## src/rtl/crc7.sv

```systemverilog
// Bit-serial CRC-7 for SD command/response frames: one frame bit per clock,
// MSB first; result and crc_ready are held after the last bit until reset.
module crc7 #(
  parameter int         DATA_W = 40,
  parameter logic [6:0] POLY   = 7'h09
) (
  input  logic              clk,
  input  logic              reset,
  input  logic [DATA_W-1:0] data_in,
  output logic              crc_ready,
  output logic [6:0]        crc
);
  localparam int IW = $clog2(DATA_W);

  typedef enum logic {CALC, DONE} state_t;

  state_t            state_q;
  logic [IW-1:0]     index_q;
  logic [DATA_W-1:0] data_q;
  logic [DATA_W-1:0] src;
  logic [6:0]        crc_q, crc_d;
  logic              ready_q;
  logic              fb;

  // The first bit comes straight from data_in so a reset pulse that spans
  // no clock edge still starts from the current frame (held stable by contract).
  assign src   = (index_q == IW'(DATA_W-1)) ? data_in : data_q;
  assign fb    = src[DATA_W-1] ^ crc_q[6];
  assign crc_d = {crc_q[5:0], 1'b0} ^ (fb ? POLY : 7'h00);

  always_ff @(posedge clk) begin
    if (reset)                data_q <= data_in;
    else if (state_q == CALC) data_q <= {src[DATA_W-2:0], 1'b0};
  end

  always_ff @(posedge clk or posedge reset) begin
    if (reset) begin
      state_q <= CALC;
      index_q <= IW'(DATA_W-1);
      crc_q   <= '0;
      ready_q <= 1'b0;
    end else begin
      case (state_q)
        CALC: begin
          crc_q   <= crc_d;
          index_q <= index_q - 1'b1;
          if (index_q == '0) begin
            state_q <= DONE;
            ready_q <= 1'b1;
          end
        end
        DONE: ;
        default: state_q <= CALC;
      endcase
    end
  end

  assign crc       = crc_q;
  assign crc_ready = ready_q;
endmodule

```

## config.mk

```make
export PLATFORM = sky130hd
export DESIGN_NAME = crc7
export DESIGN_NICKNAME = d
export VERILOG_FILES = /design/src/rtl/crc7.sv
export SDC_FILE = /design/constraint.sdc
export NUM_CORES = 1
export LEC_CHECK = 0
export BUFFER_PORTS_ARGS = -buffer_cell sky130_fd_sc_hd__buf_2
export CAP_MARGIN = 0
export CORE_MARGIN = 8
export CORE_UTILIZATION = 31
export CTS_CLUSTER_DIAMETER = 150
export CTS_CLUSTER_SIZE = 40
export DETAILED_ROUTE_END_ITERATION = 8
export SETUP_SLACK_MARGIN = 0.05
export SYNTH_ARGS = -nofsm -noshare
export SYNTH_HDL_FRONTEND = slang
export SYNTH_SLANG_ARGS = --single-unit
```

## constraint.sdc

```tcl
create_clock -name clk -period 5.5 [get_ports clk]
set_clock_uncertainty 0.05 [all_clocks]
set_input_delay 0.55 -clock clk [delete_from_list [all_inputs] [get_ports clk]]
set_output_delay 0.55 -clock clk [all_outputs]
set_load 0.005 [all_outputs]
```

# Word-level counts from Yosys, hierarchy flattened
# Index checks and enable logic that the tools add are counted.
[totals]
mem_bits_ro = 0
n_memories = 0
mem_bits_rw = 0
latch_bits = 0
regBits = 55
[op_classes]
mul = 0
div = 0
magnitude_cmp = 0
bitwise_logic = 3
n_addsub = 1
mux = 6
n_reduce_logical = 2
n_eq_ne = 2
shifts = 0
[op_table]
columns = ["operator", "n"]
rows = [
  ["two-way mux 40 bit", 3],
  ["bitwise XOR 7 x 4 -> 7 bit", 1],
  ["== test 6 bit, second input constant", 1],
  ["zero test 6 bit", 1],
  ["subtractor 6 x 1 -> 6 bit, second input constant", 1],
  ["two-way mux 4 bit", 1],
  ["two-way mux 1 bit", 2],
  ["inequality test 2 bit, second input constant", 1],
  ["AND reduction 2 bit", 1],
  ["inverter 1 bit", 1],
  ["bitwise XOR 1 bit", 1],
]

# Depth between registers and ports, before layout
[logic_depth]
ltp_word = 5
ltp_mapped = 7

# Worst setup path before layout
# OpenSTA, ideal clock, no wires.
[synth_timing]
path_type = "input to register"
from = "in reset"
to = "reg data_q[0], enable pin"
stages = 2
n_path_buf = 0
arrival_time_ns = 1.718
setup_ns = 0.533
setup_slack_ns = 3.199
cell_sequence = "inv_1 nand2_1"
[synth_via]
elab_chain_cells = 1
[synth_lines]
columns = ["element", "line", "rtl"]
rows = [
  ["start, declared", "8", "input logic reset,"],
  ["inequality test 2 bit (no source line)", "--", ""],
  ["end signal, assigned", "32", "if (reset) data_q <= data_in;"],
  ["end signal, assigned", "33", "else if (state_q == CALC) data_q <= {src[DATA_W-2:0], 1'b0};"],
  ["end, declared", "19", "logic [DATA_W-1:0] data_q;"],
]
# Every way passes these cells.
# A chain may end at the register's enable or synchronous reset.

# Worst setup path after layout
[layout_timing]
from = "in reset"
to = "reg data_q[22], enable pin"
# The elaborated chain is that of the path after synthesis.

==> results.sh <==
export IMPL_final_cell_mix="buf_2, edfxtp_1, nand2_1, mux2i_1, o21ai_1"
export IMPL_totalWireLength_mm=5.48
export IMPL_finalCritPeriodShare=0.481
export IMPL_worst_slew_pin_transition_ns=0.925
export IMPL_place_congestion=0.692
export IMPL_hpwl_mm=3.80
export IMPL_pwr_share_clk=0.312
export IMPL_syn_area_per_cell_um2=12.0
export IMPL_grt_pass1_wl_mm=9.11
export IMPL_p_switching_mw=0.176
export IMPL_yosysWarnings=0
export IMPL_status="completed"
export IMPL_antenna_cells=0
export IMPL_grt_pass1_vias=1845
export IMPL_hold_buffers=0
export IMPL_synth_cell_types=36
export IMPL_dieArea_mm2=0.0125
export IMPL_critPathSlowestCell="nand2_2"
export IMPL_std_cell_rows=35
export IMPL_cts_made_buffers=5
export IMPL_period_minus_slack_ns=2.65
export IMPL_power_density_mw_per_mm2=248
export IMPL_sw_frac_of_total=0.221
export IMPL_peakVddDrop_mv=0.108
export IMPL_cts_setup_buffers=0
export IMPL_antenna_found_initial=2
export IMPL_drv_cap=0
export IMPL_via_per_inst=4.55
export IMPL_internal_power_mw=0.621
export IMPL_cts_resized_gates=0
export IMPL_slowest_delay_ns=0.82
export IMPL_end_kind="register"
export IMPL_drive_gt1_frac=0.273
export IMPL_portBuffers=49
export IMPL_startpoint_type="input pin"
export IMPL_track_usage=0.0885
export IMPL_drtPass1Iterations=4
export IMPL_critPathRequiredTime_ns=5.39
export IMPL_post_drt_wl_per_cell_um=14.1
export IMPL_clock_sink_count=55
export IMPL_htree_levels=2
export IMPL_clock_root_buffer="clkbuf_8"
export IMPL_finalSetupViolCount=0
export IMPL_ys_seq_area_frac=0.554
export IMPL_tns_ns=0
export IMPL_drtIter0Drc=133
export IMPL_synth_edf_count=40
export IMPL_slew_headroom=0.381
export IMPL_synth_async_reset_ratio=0.273
export IMPL_fin_nets=322
export IMPL_syn_nets=283
export IMPL_fmax_mhz=378
export IMPL_leakage_nw=1.21
export IMPL_initial_core_util=0.314
export IMPL_path_max_fanout=78
export IMPL_slew_viol_final=0
export IMPL_combPwrFrac=0.085
export IMPL_die_h_um=112
export IMPL_hold_viol=0
export IMPL_grt_ovfl_total=0
export IMPL_rsz0062_at_grt="false"
export IMPL_criticalPathCategory="input pin to register"
export IMPL_hold_class="register to register"
export IMPL_syn_to_final_growth_pct=12.3
export IMPL_cts_tree="built"
export IMPL_ys_flop_type="edfxtp_1"
export IMPL_synth_seq_cells=55
export IMPL_syn_inst=238
export IMPL_clock_path_buffers=2
export IMPL_drc=0
export IMPL_power_frac_seq=0.603
export IMPL_coreArea_mm2=0.00911
export IMPL_crit_arrival_ns=2.53
export IMPL_final_antenna_net_count=0
export IMPL_netlist_area_mm2=0.00286
export IMPL_num_vias=1770
export IMPL_insertion_delay_ns=0.31
export IMPL_grt_start_max_net_pins=79
export IMPL_power_mw=0.796
export IMPL_layout_commonest_cell="buf_2"
export IMPL_fp_dieW_um=112
export IMPL_ioPinCount=50
export IMPL_clk_pin_slew_ns=0.09
export IMPL_path_cells="buf_2 -> buf_4 -> inv_1 -> nand2_2"
==> final timing paths <==
check | from | end | slack [ns] | cells after the start
max | reset | data_q[22]$_DFFE_PP_ | 2.85 | 4
min | crc_ready$_DFFE_PP0P_ | crc_ready$_DFFE_PP0P_ | 0.44 | 1
max reg2reg | index_q[0]$_DFFE_PP1N_ | data_q[39]$_DFFE_PP_ | 3.09 | 6
min reg2reg | crc_ready$_DFFE_PP0P_ | crc_ready$_DFFE_PP0P_ | 0.44 | 1
max in group asynchronous | reset | crc[0]$_DFFE_PP0N_ | 4.30 | 3
min in group asynchronous | reset | index_q[3]$_DFFE_PP0N_ | 0.71 | 3
==> worst max-delay path: cells and delay by family <==
kind / cells / cell delay, ns
AND/OR/NAND/NOR: 1 / 0.82
buffers and inverters: 3 / 1.12
==> per-stage QoR <==
| stage | hold WS, ns | setup slack, ns | cells | cell area [um2] | utilization |
|---|---|---|---|---|---|
| 6_report | 0.437 | 2.85 | 389 | 3210 | 0.352 |
| 5_1_grt | 0.457 | 2.54 | 389 | 3210 | 0.352 |
| 4_1_cts | 0.447 | 2.79 | 389 | 3210 | 0.352 |
| 3_5_place_dp | 0.419 | 2.46 | 381 | 3100 | 0.341 |
| 3_3_place_gp | 0.417 | 2.49 | 381 | 3100 | 0.341 |
| 2_1_floorplan | 0.414 | 3.20 | 238 | 2860 | - |
==> layout make-up <==
cell class / instances / area [um2]
fill: 918 / 5900
clock buffer: 7 / 97.6
timing repair buffer: 51 / 260
sequential: 55 / 1580
tap: 111 / 139
inverter: 5 / 18.8
clock inverter: 1 / 6.26
multi-input combinational: 159 / 1100
==> metal layers <==
metal,vias up,track usage,share of wire,wire length [um]
li1,921,-,-,-
met1,802,0.109,0.48,2620
met2,34,0.143,0.45,2460
met3,9,0.0292,0.059,323
met4,4,0.0297,0.011,62
met5,-,0,0.0029,16
==> state kept, by name, summed over array words and instances, names as in the netlist <==
signal and cells:
data_q 40, crc 7, index_q 6, crc_ready 1, state_q 1
==> cell usage after synthesis (4+ instances only) <==
| library cell | n | share of area |
|---|---|---|
| inv_1 | 5 | 0.0066 |
| mux2i_1 | 39 | 0.14 |
| buf_4 | 5 | 0.013 |
| o21ai_1 | 21 | 0.037 |
| clkbuf_1 | 9 | 0.012 |
| nor2_1 | 4 | 0.0053 |
| dfrtp_1 | 11 | 0.096 |
| nand2_1 | 40 | 0.053 |
| o21ai_0 | 18 | 0.032 |
| edfxtp_1 | 40 | 0.42 |
| mux2_2 | 7 | 0.028 |
| dfstp_2 | 4 | 0.037 |
==> power groups by stage <==
| stage | logic (mW) | registers (mW) | clock network (mW) |
|---|---|---|---|
| global route | 0.0793 | 0.483 | 0.270 |
| floorplan | 0.0407 | 0.487 | 0 |
| CTS | 0.0698 | 0.480 | 0.260 |
| global placement | 0.0676 | 0.489 | 0 |
| detailed placement | 0.0696 | 0.489 | 0 |
| finish | 0.0679 | 0.480 | 0.248 |
==> cell families after synthesis <==
logic type      share of synthesized area
simple gates                        0.102
flops                               0.554
compound gates                     0.0907
mux                                 0.164
buf+inv                            0.0604
xor+xnor                           0.0153
fa+ha+maj                          0.0131
Note: power is estimated with default switching activity, not from simulation.
